`config.mk`:
```
export PLATFORM = sky130hd
export DESIGN_NAME = call_return_sequencer
export DESIGN_NICKNAME = d
export VERILOG_FILES = /design/src/rtl/call_return_sequencer.sv
export SDC_FILE = /design/constraint.sdc
export NUM_CORES = 1
export LEC_CHECK = 0
export CORE_MARGIN = 2
export CORE_UTILIZATION = 45
export DETAILED_ROUTE_END_ITERATION = 8
export PLACE_DENSITY = 0.93
export SLEW_MARGIN = 20
export SYNTH_ARGS = -nofsm -noshare
export SYNTH_HDL_FRONTEND = slang
export SYNTH_SLANG_ARGS = --single-unit
```
`constraint.sdc`:
```
create_clock -name clock -period 3.71 [get_ports clock]
set_input_delay 0.742 -clock clock [delete_from_list [all_inputs] [get_ports clock]]
set_output_delay 0.742 -clock clock [all_outputs]
set_load 0.05 [all_outputs]
```
`src/rtl/call_return_sequencer.sv`:
```
// CALL/RET sequencer driving the return-address LIFO; redirects fetch and stalls while busy.
// Optional CALLRET_DEPTH_TRACK_EN adds a shadow occupancy count (depth) and err_desync.
module call_return_sequencer #(
  parameter int unsigned DATA_WIDTH     = 32,
  parameter int unsigned RETURN_OFFSET  = 1,
  parameter int unsigned STACK_CAPACITY = 31
) (
  input  logic                  clock,
  input  logic                  reset_n,
  input  logic                  sig_call,
  input  logic                  sig_ret,
  input  logic [DATA_WIDTH-1:0] pc_current,
  input  logic [DATA_WIDTH-1:0] call_target,
  output logic                  stk_push,
  output logic                  stk_pop,
  output logic [DATA_WIDTH-1:0] stk_data_in,
  input  logic [DATA_WIDTH-1:0] stk_data_out,
  input  logic                  stk_full,
  input  logic                  stk_empty,
  output logic [DATA_WIDTH-1:0] pc_next,
  output logic                  pc_next_valid,
  output logic                  busy,
`ifdef CALLRET_DEPTH_TRACK_EN
  output logic [5:0]            depth,
  output logic                  err_desync,
`endif
  output logic                  err_overflow,
  output logic                  err_underflow
);

  typedef enum logic [1:0] {IDLE, PUSH, POP, CAPTURE} state_t;

  state_t                state_reg, state_next;
  logic                  push_reg, push_next;
  logic                  pop_reg, pop_next;
  logic [DATA_WIDTH-1:0] data_in_reg, data_in_next;
  logic [DATA_WIDTH-1:0] pc_next_reg, pc_next_next;
  logic                  valid_reg, valid_next;
  logic                  busy_reg, busy_next;
  logic                  ovf_reg, ovf_next;
  logic                  unf_reg, unf_next;

  always_ff @(posedge clock or negedge reset_n) begin
    if (!reset_n) begin
      state_reg   <= IDLE;
      push_reg    <= 1'b0;
      pop_reg     <= 1'b0;
      data_in_reg <= '0;
      pc_next_reg <= '0;
      valid_reg   <= 1'b0;
      busy_reg    <= 1'b0;
      ovf_reg     <= 1'b0;
      unf_reg     <= 1'b0;
    end else begin
      state_reg   <= state_next;
      push_reg    <= push_next;
      pop_reg     <= pop_next;
      data_in_reg <= data_in_next;
      pc_next_reg <= pc_next_next;
      valid_reg   <= valid_next;
      busy_reg    <= busy_next;
      ovf_reg     <= ovf_next;
      unf_reg     <= unf_next;
    end
  end

  always_comb begin
    state_next   = state_reg;
    push_next    = 1'b0;
    pop_next     = 1'b0;
    data_in_next = data_in_reg;
    pc_next_next = pc_next_reg;
    valid_next   = 1'b0;
    busy_next    = 1'b0;
    ovf_next     = ovf_reg;
    unf_next     = unf_reg;
    case (state_reg)
      IDLE: begin
        // CALL has priority; a simultaneous RET is dropped
        if (sig_call) begin
          if (!stk_full) begin
            state_next   = PUSH;
            push_next    = 1'b1;
            data_in_next = pc_current + DATA_WIDTH'(RETURN_OFFSET);
            pc_next_next = call_target;
            valid_next   = 1'b1;
            busy_next    = 1'b1;
          end else begin
            ovf_next = 1'b1;
          end
        end else if (sig_ret) begin
          if (!stk_empty) begin
            state_next = POP;
            pop_next   = 1'b1;
            busy_next  = 1'b1;
          end else begin
            unf_next = 1'b1;
          end
        end
      end
      PUSH: state_next = IDLE;
      POP: begin
        state_next = CAPTURE;
        valid_next = 1'b1;
        busy_next  = 1'b1;
      end
      CAPTURE: begin
        state_next   = IDLE;
        pc_next_next = stk_data_out;
      end
    endcase
  end

  assign stk_push      = push_reg;
  assign stk_pop       = pop_reg;
  assign stk_data_in   = data_in_reg;
  // The popped word only appears on DataOut after the POP edge, so CAPTURE forwards
  // the LIFO's registered output directly under a registered state select.
  assign pc_next       = (state_reg == CAPTURE) ? stk_data_out : pc_next_reg;
  assign pc_next_valid = valid_reg;
  assign busy          = busy_reg;
  assign err_overflow  = ovf_reg;
  assign err_underflow = unf_reg;

`ifdef CALLRET_DEPTH_TRACK_EN
  localparam logic [5:0] CAP = 6'(STACK_CAPACITY);

  logic [5:0] depth_reg, depth_next;
  logic       desync_reg, desync_next;

  always_ff @(posedge clock or negedge reset_n) begin
    if (!reset_n) begin
      depth_reg  <= '0;
      desync_reg <= 1'b0;
    end else begin
      depth_reg  <= depth_next;
      desync_reg <= desync_next;
    end
  end

  always_comb begin
    depth_next  = depth_reg;
    desync_next = desync_reg;
    if (state_reg == PUSH && depth_reg != CAP)
      depth_next = depth_reg + 6'd1;
    else if (state_reg == POP && depth_reg != 6'd0)
      depth_next = depth_reg - 6'd1;
    if (state_reg == IDLE &&
        (((depth_reg == 6'd0) != stk_empty) || ((depth_reg == CAP) != stk_full)))
      desync_next = 1'b1;
  end

  assign depth      = depth_reg;
  assign err_desync = desync_reg;
`endif

endmodule

```
==> flow_summary.ini, run 1 <==
[yosys]
yosys.area.top_type = dfrtp_1
seq_area_frac_synth = 0.478
async_reset_ff_frac = 1.00
synth.cell_area_mm2 = 0.00377
netlist_instances = 429
syn_nets = 532
synth_most_common_cell = nand2_1
ys_ff_latch = 72
syn_avg_cell_area_um2 = 8.79
synth_ff_type = dfrtp_1
synthDistinctLibCells = 35
yosysWarnings = 0
netlist_top_cells_count = nand2_1, dfrtp_1, o21ai_0
yosys-top-cells-area = dfrtp_1, nand2_1, mux2i_1, o21ai_0, a31oi_1
synth_top_area_frac = 0.478
synth_edf_count = 0

[grt]
grt_pass1_wl_mm = 17.0
grt_max_degree = 73
grt_remaining_overflow = 0
grt_util_all_layers = 0.237
antenna_found_initial = 0
grt_pass1_vias = 3574

[power_and_ir_drop]
power.leakage_nw = 2.38
totalPowerFinal_mw = 5.15
vdd_drop_max_uv = 462
power_density_mw_per_mm2 = 904

[critical_path]
path_delay_family = buffers and inverters
end_kind = primary output
critPathBufInv = 2
cp_max_fo = 64
worstRegToRegCells = 6
crit_chain = and2_2, buf_4, nand2_1, nand2_1, clkdlybuf4s50_1
cpMostUsedCell = nand2_1
startpoint_type = flop
critPathArrivalTime_ps = 2440
cp_slowest_cell = clkdlybuf4s50_1
worstPathRequired_ps = 2970
worst-path-stages = 5
cpPeakStageDelay_ps = 820
critPathKind = reg -> out

[sta]
rsz0062_at_grt = false
hold_viol_final = 0
layout_min_cycle_time_ps = 3180
setup_tns_ps = 0
maxSlewHeadroom = 0.407
fmax_mhz = 315
fin_crit_sh = 0.857
worst_pin_slew_ps = 889
setup_viol = 0
finalClockSkew_ps = 7.18
report.final.slew_viol_count = 0

[layout]
layout-drive-gt1-share = 0.0555
area_growth_pct = 50.9
fillers = 608
nets = 695
multi_input_area_mm2 = 0.00182
antenna_cells = 0
regArea_mm2 = 0.00180

[cts]
root_buffer = clkbuf_8
clock_latency_ps = 330
post_cts_buffers = 0
cts_buffers = 9
path_clk_slew_ps = 70
ctsHoldBuffers = 0
h-tree-depth = 3
clkSinkCount = 72
cts_tree = yes
cts-resized-gates = 0
cts_max_path_buffers = 2

[place]
portBuffers = 171
hpwlAfterDp_mm = 7.89
globalplace.congestion = 0.782

[flow_run]
drv_cap = 0

[drt]
drtAntennaViolNets = 0
drt_iter0_drc = 132
via_count = 3723
drt_pass1_iterations = 5
vias_per_cell = 5.32
drt-total-wl_mm = 10.7
avgRoutedWirePerCell_um = 15.2
drc = 0

[hold_path]
hold_path_class = reg -> reg
hold_depth = 1

[die]
die_width_um = 95.5
start_util = 0.461
fp-row-count = 33
coreArea_mm2 = 0.00818
io_pins = 172
die_h_um = 95.5
die-area_mm2 = 0.00913

[status]
status = complete, no violations
[routing by layer]
metal  wire (um)  track usage  vias to the layer above
li1            -            -                     1815
met1        4240        0.288                     1733
met2        5110        0.393                      156
met3        1140       0.0814                       19
met4         166       0.0821                        0
met5           0            0                        -
[layout make-up]
type	count	area share
clock buffer	10	0.0242
tap	105	0.0231
inverter	6	0.00396
timing repair buffer	178	0.309
clock inverter	4	0.00396
sequential	72	0.317
multi-input combinational	325	0.319
[layout by cell type (no fill, tap or decap), types with 5 or more instances in the layout]
| cell | n |
|---|---|
| xor2_1 | 8 |
| buf_4 | 7 |
| clkdlybuf4s50_1 | 170 |
| nor2_1 | 20 |
| o21ai_0 | 48 |
| a31oi_1 | 16 |
| dfrtp_1 | 72 |
| mux2i_1 | 32 |
| or4_1 | 11 |
| o31ai_1 | 9 |
| clkbuf_8 | 10 |
| nand3_1 | 12 |
| inv_1 | 5 |
| nand2_1 | 123 |
| nand4_1 | 7 |
[report_power, final]
group	internal [mW]	switching (mW)	leakage [nW]
Combinational	1.09	2.16	1.45
Clock	0.250	0.283	0.0838
Sequential	1.16	0.201	0.846
Total	2.50	2.65	2.38
[worst paths after layout]
check                              startpoint         endpoint  slack (ps)
worst min register to register  err_underflow    err_underflow         460
worst min-delay path            err_underflow    err_underflow         460
worst max-delay path             state_reg[1]       pc_next[8]         530
max in group asynchronous             reset_n  stk_data_in[18]        2490
worst max register to register   state_reg[1]  pc_next_reg[16]        1870
min in group asynchronous             reset_n  pc_next_reg[24]         650
[worst register-to-register path, stage by stage (launching register included)]
cell	delay, ps
dfrtp_1	420
nor2_1	160
nand3b_1	130
inv_2	70
buf_4	480
mux2i_1	320
o21ai_0	110
[through the flow]
step	util	hold slack (ps)	cell area, um^2	cells	setup WS, ps
2_1_floorplan	-	446	3770	429	1440
3_3_place_gp	0.676	441	5530	686	692
3_5_place_dp	0.676	445	5530	686	632
4_1_cts	0.696	463	5690	700	521
5_1_grt	0.696	493	5690	700	362
6_report	0.696	458	5690	700	532
[logic make-up after synthesis]
group           Yosys count  share of synthesized area
flops                    72                      0.478
compound gates           81                      0.123
xor+xnor                 12                     0.0279
fa+ha+maj                 1                    0.00332
buf+inv                  32                     0.0411
mux                      32                     0.0849
simple gates            199                      0.242
No activity file was read; power rests on OpenSTA's default activity.
==> run 2: changes to the inputs <==
==> constraint.sdc (replaced) <==
create_clock -name clock -period 3.9 [get_ports clock]
set_input_delay 0.78 -clock clock [delete_from_list [all_inputs] [get_ports clock]]
set_output_delay 0.78 -clock clock [all_outputs]
set_load 0.05 [all_outputs]
==> flow_summary.ini, run 2 (synthesis results as in run 1) <==
[grt]
grt_pass1_wl_mm = 16.8
grt_util_all_layers = 0.235
grt_remaining_overflow = 0
grt_pass1_vias = 3627
antenna_found_initial = 0
grt_max_degree = 73

[die]
coreArea_mm2 = 0.00818
die_h_um = 95.5
fp-row-count = 33
io_pins = 172
die_width_um = 95.5
start_util = 0.461
die-area_mm2 = 0.00913

[cts]
path_clk_slew_ps = 70
clock_latency_ps = 330
cts_buffers = 9
cts_tree = yes
post_cts_buffers = 0
cts-resized-gates = 0
cts_max_path_buffers = 2
root_buffer = clkbuf_8
ctsHoldBuffers = 0
clkSinkCount = 72
h-tree-depth = 3

[critical_path]
cp_max_fo = 64
end_kind = primary output
cpPeakStageDelay_ps = 790
startpoint = state_reg[1]
crit_chain = and2_2, buf_4, nand2_1, nand2_1, clkdlybuf4s50_1
path_delay_family = buffers and inverters
critPathBufInv = 2
startpoint_type = flop
critPathKind = reg -> out
worstPathRequired_ps = 3120
cpMostUsedCell = nand2_1
critPathArrivalTime_ps = 2420
r2r-start = state_reg[1]
cp_slowest_cell = clkdlybuf4s50_1

[power_and_ir_drop]
power_density_mw_per_mm2 = 861
vdd_drop_max_uv = 512
totalPowerFinal_mw = 4.90
power.leakage_nw = 2.37

[sta]
fin_crit_sh = 0.820
rsz0062_at_grt = false
fmax_mhz = 313
fin_ws_ps = 703
hold_viol_final = 0
worst_pin_slew_ps = 915
setup_viol = 0
maxSlewHeadroom = 0.390
finalClockSkew_ps = 7.64
report.final.slew_viol_count = 0
layout_min_cycle_time_ps = 3200
setup_tns_ps = 0

[drt]
drt-total-wl_mm = 10.8
drt_iter0_drc = 111
drc = 0
drt_pass1_iterations = 4
via_count = 3712
vias_per_cell = 5.30
drtAntennaViolNets = 0
avgRoutedWirePerCell_um = 15.5

[layout]
nets = 695
fillers = 606
fin_cells = 700
antenna_cells = 0
area_growth_pct = 50.7
final_common_cell = clkdlybuf4s50_1
post-route-util = 0.695
mostFrequentLayoutCells = clkdlybuf4s50_1, nand2_1, dfrtp_1
layout-drive-gt1-share = 0.0504

[place]
globalplace.congestion = 0.802
hpwlAfterDp_mm = 8.04
portBuffers = 171
pre_cts_slack_ps = 790
dp_cells = 686

[flow_run]
drv_cap = 0

[hold_path]
hold_path_class = reg -> reg
min_from = err_underflow

[status]
status = complete, no violations
-- run 2: worst reg2reg max path, stage by stage (launching register included) --
cell and delay [ps]:
dfrtp_1 420, nor2_1 150, nand3b_1 130, inv_2 480, buf_4 380, mux2i_1 260, o21ai_0 100
-- run 2: metrics by stage --
step                      hold WS, ps  cell area (um^2)
after floorplan                   484              3770
after global routing              484              5680
after CTS                         461              5680
after detailed placement          443              5530
after global placement            440              5530
final                             455              5680
-- run 2: report_power, final --
group	internal [mW]	switching (mW)
clock	0.242	0.250
combinational	1.04	2.07
sequential	1.10	0.195
-- run 2: per-layer routing --
metal / track usage / wire length, um / vias to the layer above
met5: 0 / 0 / -
met4: 0.0690 / 130 / 0
met3: 0.0846 / 1190 / 13
met2: 0.409 / 5180 / 156
met1: 0.270 / 4310 / 1727
li1: - / - / 1816
-- run 2: path summary, 6_finish.rpt --
path | endpoint | cells past startpoint | slack, ps
setup / recovery | pc_next[3] | 5 | 700
hold / removal | err_underflow | 1 | 450
setup reg to reg | pc_next_reg[1] | 6 | 1840
hold reg to reg | err_underflow | 1 | 450
max in group asynchronous | stk_data_in[2] | 2 | 2620
min in group asynchronous | pc_next_reg[11] | 2 | 660
-- run 2: cell type report --
class / instances / area, um^2 / area share
flip-flops and latches: 72 / 1800 / 0.317
multi-input cells: 325 / 1820 / 0.319
repair buffers: 178 / 1760 / 0.309
clock inverters: 1 / 5.00 / 0.000880
inverters: 6 / 22.5 / 0.00396
well taps: 105 / 131 / 0.0231
clock buffers: 13 / 149 / 0.0262
==> RTL edit 1, RTL diff (settings of run 1) <==
`DATA_WIDTH`: 32 -> 16.
--- a/src/rtl/call_return_sequencer.sv
+++ b/src/rtl/call_return_sequencer.sv
@@ -2,5 +2,5 @@
 // Optional CALLRET_DEPTH_TRACK_EN adds a shadow occupancy count (depth) and err_desync.
 module call_return_sequencer #(
-  parameter int unsigned DATA_WIDTH     = 32,
+  parameter int unsigned DATA_WIDTH     = 16,
   parameter int unsigned RETURN_OFFSET  = 1,
   parameter int unsigned STACK_CAPACITY = 31
Interface: changed (5 resized); port bits go from 172 to 92. The function was not compared with the original's and may differ.
==> RTL edit 1 against run 1 <==
Core utilization increased by 1.1 points; design area fell by 46%; synthesized area decreased by 47%; wire length is 52% lower; worst setup slack improved by 0.24 ns; sequential cell count fell by 32; power down 45%; count of clock-buffer cells in the layout shrank 3.
==> RTL edit 1: results (changes against run 1) <==
| Metric | Value |
|---|---|
| Worst Setup Slack post-DPL | `0.821 ns (was 0.632 ns)` |
| Resized cells post-CTS | `0 (unchanged)` |
| Reg clk slew, reported paths | `~0.08 ns` |
| Drt pass-1 iters | `4 (was 5)` |
| Number of diodes | `0 (unchanged)` |
| Iter 0 DRT Violations | `124 (was 132)` |
| GRT overflow | `0 (unchanged)` |
| Largest cells by area after synthesis | `dfrtp_1, nand2_1, mux2i_1 (unchanged)` |
| I/O Buffers | `91 (was 171)` |
| Warnings from Yosys | `0 (unchanged)` |
| Status | `finished, final reports clean (unchanged)` |
| Layout filler cell count | `359 (was 608)` |
| Clock Latency Late Sink | `0.29 ns (was 0.33 ns)` |
| Placed cell area | `2930 um2 (was 5530 um2)` |
| GRT Total Usage | `21.3% (was 23.7%)` |
| Synth Flop Type | `dfrtp_1 (unchanged)` |
| Seq/Total Area, Yosys | `49.9% (was 47.8%)` |
| CTS Buffer Depth | `2 (unchanged)` |
| Pleak | `0.00141 uW (was 0.00238 uW)` |
| Synth top cells by count | `nand2_1, dfrtp_1, o21ai_0, mux2i_1, o21ai_1 (was nand2_1, dfrtp_1, o21ai_0, mux2i_1, nor2_1)` |
| Final hold slack | `0.463 ns (was 0.458 ns)` |
| Placed Cells | `358 (was 686)` |
| Synth cell types | `31 (was 35)` |
| VDD IR-drop max | `0.532 mV (was 0.462 mV)` |
| GPL Wtd Cong | `0.837 (was 0.782)` |
| Syn_nets | `278 (was 532)` |
| Initial antenna violation count | `0 (unchanged)` |
| Largest net degree at the start of global routing | `48 (was 73)` |
| Post-synthesis cell count | `223 (was 429)` |
| Post-CTS Setup Inserts | `0 (unchanged)` |
| Post-synth ARST share | `100% (unchanged)` |
| Total CTS buffers | `5 (was 9)` |
| H-Tree Depth | `2 (was 3)` |
| Fmax achieved | `0.341 GHz (was 0.315 GHz)` |
| FF-to-FF setup slack | `1.82 ns (was 1.87 ns)` |
| First-pass GRT wire length | `8450 um (was 17000 um)` |
| Type of the worst min-delay path | `flop to flop (unchanged)` |
| Layout cells sized above 1 | `4.14% (was 5.55%)` |
| Post-DP HPWL | `3740 um (was 7890 um)` |
| DR vias | `1898 (was 3723)` |
| Root Buffer | `clkbuf_8 (unchanged)` |
| Routed wire length per instance | `14.1 um (was 15.2 um)` |
| CP Max Fanout | `16 (was 64)` |
| Final net count | `368 (was 695)` |
| Slew @ Worst Pin | `0.878 ns (was 0.889 ns)` |
| Skew final | `0.00506 ns (was 0.00718 ns)` |
| Final WL | `5150 um (was 10700 um)` |
## RTL edit 1: cell types whose count changed in the layout (fill, tap and decap cells not counted), moves of 13 or more
cell	run 1	this run
mux2i_1	32	18
nor2_1	20	7
a31oi_1	16	2
nand2_1	123	73
clkdlybuf4s50_1	170	90
o21ai_0	48	19
dfrtp_1	72	40
## RTL edit 1: layer usage
| metal | track usage, % | vias to the layer above | routed length, um |
|---|---|---|---|
| met5 | 0 | - | 0 |
| met3 | 4.99 | 12 | 228 |
| met1 | 25.9 | 883 | 2150 |
| met2 | 35.7 | 64 | 2610 |
| met4 | 10.5 | 0 | 153 |
| li1 | - | 939 | - |
## RTL edit 1: area by class of cell
| type | count | area [um2] | area share (%) |
|---|---|---|---|
| Sequential cell | 40 | 1000 | 32.7 |
| Multi-Input combinational cell | 170 | 936 | 30.6 |
| Timing Repair Buffer | 92 | 913 | 29.9 |
| Clock buffer | 7 | 96.3 | 3.15 |
| Tap cell | 52 | 65.1 | 2.13 |
| Clock inverter | 1 | 30.0 | 0.982 |
| Inverter | 4 | 17.5 | 0.573 |
## RTL edit 1: worst paths after layout
kind | end | from | cells after the start
worst max-delay path | pc_next[1] | state_reg[0]$_DFFE_PN0P_ | 4
worst min-delay path | err_underflow$_DFFE_PN0P_ | err_underflow$_DFFE_PN0P_ | 1
worst max register to register | pc_next_reg[15]$_DFFE_PN0P_ | state_reg[1]$_DFFE_PN0P_ | 4
worst min register to register | err_underflow$_DFFE_PN0P_ | err_underflow$_DFFE_PN0P_ | 1
max in group asynchronous | pc_next_reg[14]$_DFFE_PN0P_ | reset_n | 1
min in group asynchronous | busy$_DFF_PN0_ | reset_n | 1
## RTL edit 1: logic make-up (layout without fill, tap and decap cells)
kind of cell               Yosys count  in the layout  synth area share, %
AOI/OAI and AO/OA                   33             33                 8.80
and+or+nand+nor                    108            108                 23.9
DFF                                 40             40                 49.9
xor gates and xnor gates            10             10                 4.37
buffers and inverters               13            104                 3.43
muxes                               18             18                 8.98
adders and majority gates            1              1                0.624
## RTL edit 1: worst max-delay path: stages, from the launching register on
cell             delay, ns
dfrtp_1               0.43
nand2_1               0.46
nand2_1               0.11
nand2_1               0.09
clkdlybuf4s50_1       0.81
## RTL edit 1: where the power goes
| group | total, uW | internal (uW) | leakage, uW | switching, uW |
|---|---|---|---|---|
| Clock | 390 | 237 | 0.0000645 | 152 |
| Sequential | 744 | 637 | 0.000482 | 107 |
| Combinational | 1690 | 568 | 0.000867 | 1120 |
| Total | 2820 | 1440 | 0.00141 | 1380 |
==> RTL edit 2, RTL diff (config.mk and constraints of run 1) <==
Without the edit above. Re-encode `state_t` (4 states) as one-hot, 4 bits wide.
--- a/src/rtl/call_return_sequencer.sv
+++ b/src/rtl/call_return_sequencer.sv
@@ -29,5 +29,5 @@
 );
 
-  typedef enum logic [1:0] {IDLE, PUSH, POP, CAPTURE} state_t;
+  typedef enum logic [3:0] {IDLE = 4'b0001, PUSH = 4'b0010, POP = 4'b0100, CAPTURE = 4'b1000} state_t;
 
   state_t                state_reg, state_next;
Check against the original RTL: no difference found for any inputs over 4 cycles, from zero or initial values and one cycle with reset_n low; so few cycles prove little.
==> RTL edit 2 against run 1 <==
Combinational power rose by 9.5%; critical path depth rose by 1; wire length rose by 2.8%; power rose by 9.5%; largest power group unchanged; hold slack improved by 0.022 ns; global-route usage fell by 0.10 points; largest cell class unchanged; count of clock-buffer cells in the layout rose by 1; sequential cell count rose by 2; register-to-register slack got worse by 0.57 ns; worst setup slack improved by 0.0088 ns; design area rose by 8.4%; synthesized area rose by 6.1%; cell count rose by 6.3%; sequential power rose by 4%.
==> RTL edit 2: results (changes against run 1) <==
| Metric | Value |
|---|---|
| Post-DP HPWL | `8430 um (was 7890 um)` |
| Compound-Gate Fraction of Synth Area | `9.82% (was 12.3%)` |
| First-pass GRT wire length | `18700 um (was 17000 um)` |
| Met3 usage | `6.16% (was 8.14%)` |
| Worst Setup Slack post-DPL | `0.798 ns (was 0.632 ns)` |
| Met2 usage | `38.8% (was 39.3%)` |
| Synth top cells by count | `nand2_1, dfrtp_1, o21ai_0, mux2i_1, xor2_1 (was nand2_1, dfrtp_1, o21ai_0, mux2i_1, nor2_1)` |
| Drt pass-1 iters | `4 (was 5)` |
| VDD IR-drop max | `0.515 mV (was 0.462 mV)` |
| Number of global-route vias before repair | `3955 (was 3574)` |
| Layout cells sized above 1 | `9.28% (was 5.55%)` |
| GPL Wtd Cong | `0.899 (was 0.782)` |
| Skew final | `0.0134 ns (was 0.00718 ns)` |
| Status | `finished, final reports clean (unchanged)` |
| Routed vias/inst | `5.12 (was 5.32)` |
| Proportion of synthesized area in mux cells | `8.57% (was 8.49%)` |
| Warnings from Yosys | `0 (unchanged)` |
| Final WL | `11000 um (was 10700 um)` |
| Pleak | `0.00266 uW (was 0.00238 uW)` |
| Largest net degree at the start of global routing | `75 (was 73)` |
| Rel. slew slack | `37.5% (was 40.7%)` |
| Resized cells post-CTS | `0 (unchanged)` |
| GR met1 Demand/Resource | `29.5% (was 28.8%)` |
| Syn_nets | `574 (was 532)` |
| Post-synthesis xor/xnor area fraction | `6.13% (was 2.79%)` |
| CP Max Fanout | `50 (was 64)` |
| H-Tree Depth | `3 (unchanged)` |
| Largest cells by area after synthesis | `dfrtp_1, nand2_1, mux2i_1 (unchanged)` |
| Layout filler cell count | `602 (was 608)` |
| Synth cell types | `38 (was 35)` |
| Final net count | `734 (was 695)` |
[RTL edit 2: cell types whose count changed after synthesis, moves of 5 or more]
cell / change
buf_2: +10
nand2_1: +47
xnor2_1: +5
xor2_1: +11
or4_1: -11
nor2_1: -10
a31oi_1: -14
o31ai_1: -9
o21ai_0: +12
[RTL edit 2: path summary, 6_finish.rpt]
kind                                               end  depth (start not counted)  slack, ns                   startpoint
max                                         pc_next[7]                          6       0.54     state_reg[3]$_DFFE_PN0P_
min                        stk_data_in[21]$_DFFE_PN0P_                          2       0.48  stk_data_in[21]$_DFFE_PN0P_
max reg2reg                pc_next_reg[11]$_DFFE_PN0P_                          4       1.30     state_reg[0]$_DFFE_PN1P_
min reg2reg                stk_data_in[21]$_DFFE_PN0P_                          2       0.48  stk_data_in[21]$_DFFE_PN0P_
max in group asynchronous  pc_next_reg[12]$_DFFE_PN0P_                          1       2.57                      reset_n
min in group asynchronous  pc_next_reg[27]$_DFFE_PN0P_                          1       0.55                      reset_n
[RTL edit 2: critical path, stage by stage, from the launching register on]
cell     delay (ns)
dfrtp_1        0.52
nor4b_2        0.28
buf_4          0.28
buf_4          0.56
nand2_1        0.12
nand2_1        0.15
buf_12         0.15
[RTL edit 2: routing by layer]
metal  up-vias  part of all wire (%)
met4         0                   2.9
met5         -                     0
met1      1718                    43
li1       1899                     -
met3        24                   8.0
met2       170                    46
[RTL edit 2: cells by family after synthesis]
| family | Yosys count |
|---|---|
| AND/OR/NAND/NOR | 230 |
| flip-flops | 74 |
| XOR/XNOR | 28 |
| multiplexers | 34 |
| buffers and inverters | 31 |
| adder cells (fa/ha/maj) | 1 |
| AO/OA/AOI/OAI | 73 |
[RTL edit 2: where the power goes]
| part | leakage, uW | switching [uW] | internal (uW) |
|---|---|---|---|
| Clock | 0.000107 | 280 | 378 |
| Sequential | 0.000916 | 232 | 1190 |
| Combinational | 0.00164 | 2230 | 1330 |
[RTL edit 2: stage by stage]
stage | total power (uW) | hold slack [ns] | cells | util (%) | cell area [um2]
2_1_floorplan | 3570 | 0.446 | 471 | - | 4000
3_3_place_gp | 4920 | 0.453 | 728 | 68.6 | 5960
3_5_place_dp | 5010 | 0.469 | 728 | 68.6 | 5960
4_1_cts | 5690 | 0.487 | 744 | 71.0 | 6170
5_1_grt | 5980 | 0.502 | 744 | 71.0 | 6170
6_report | 5640 | 0.480 | 744 | 71.0 | 6170
[RTL edit 2: area by class of cell]
| cell class | instances | share of cell area [%] |
|---|---|---|
| clock inverter | 5 | 1.28 |
| sequential | 74 | 30.1 |
| timing repair buffer | 176 | 31.2 |
| clock buffer | 11 | 2.13 |
| multi-input combinational | 366 | 32.9 |
| tap | 108 | 2.19 |
| inverter | 4 | 0.244 |
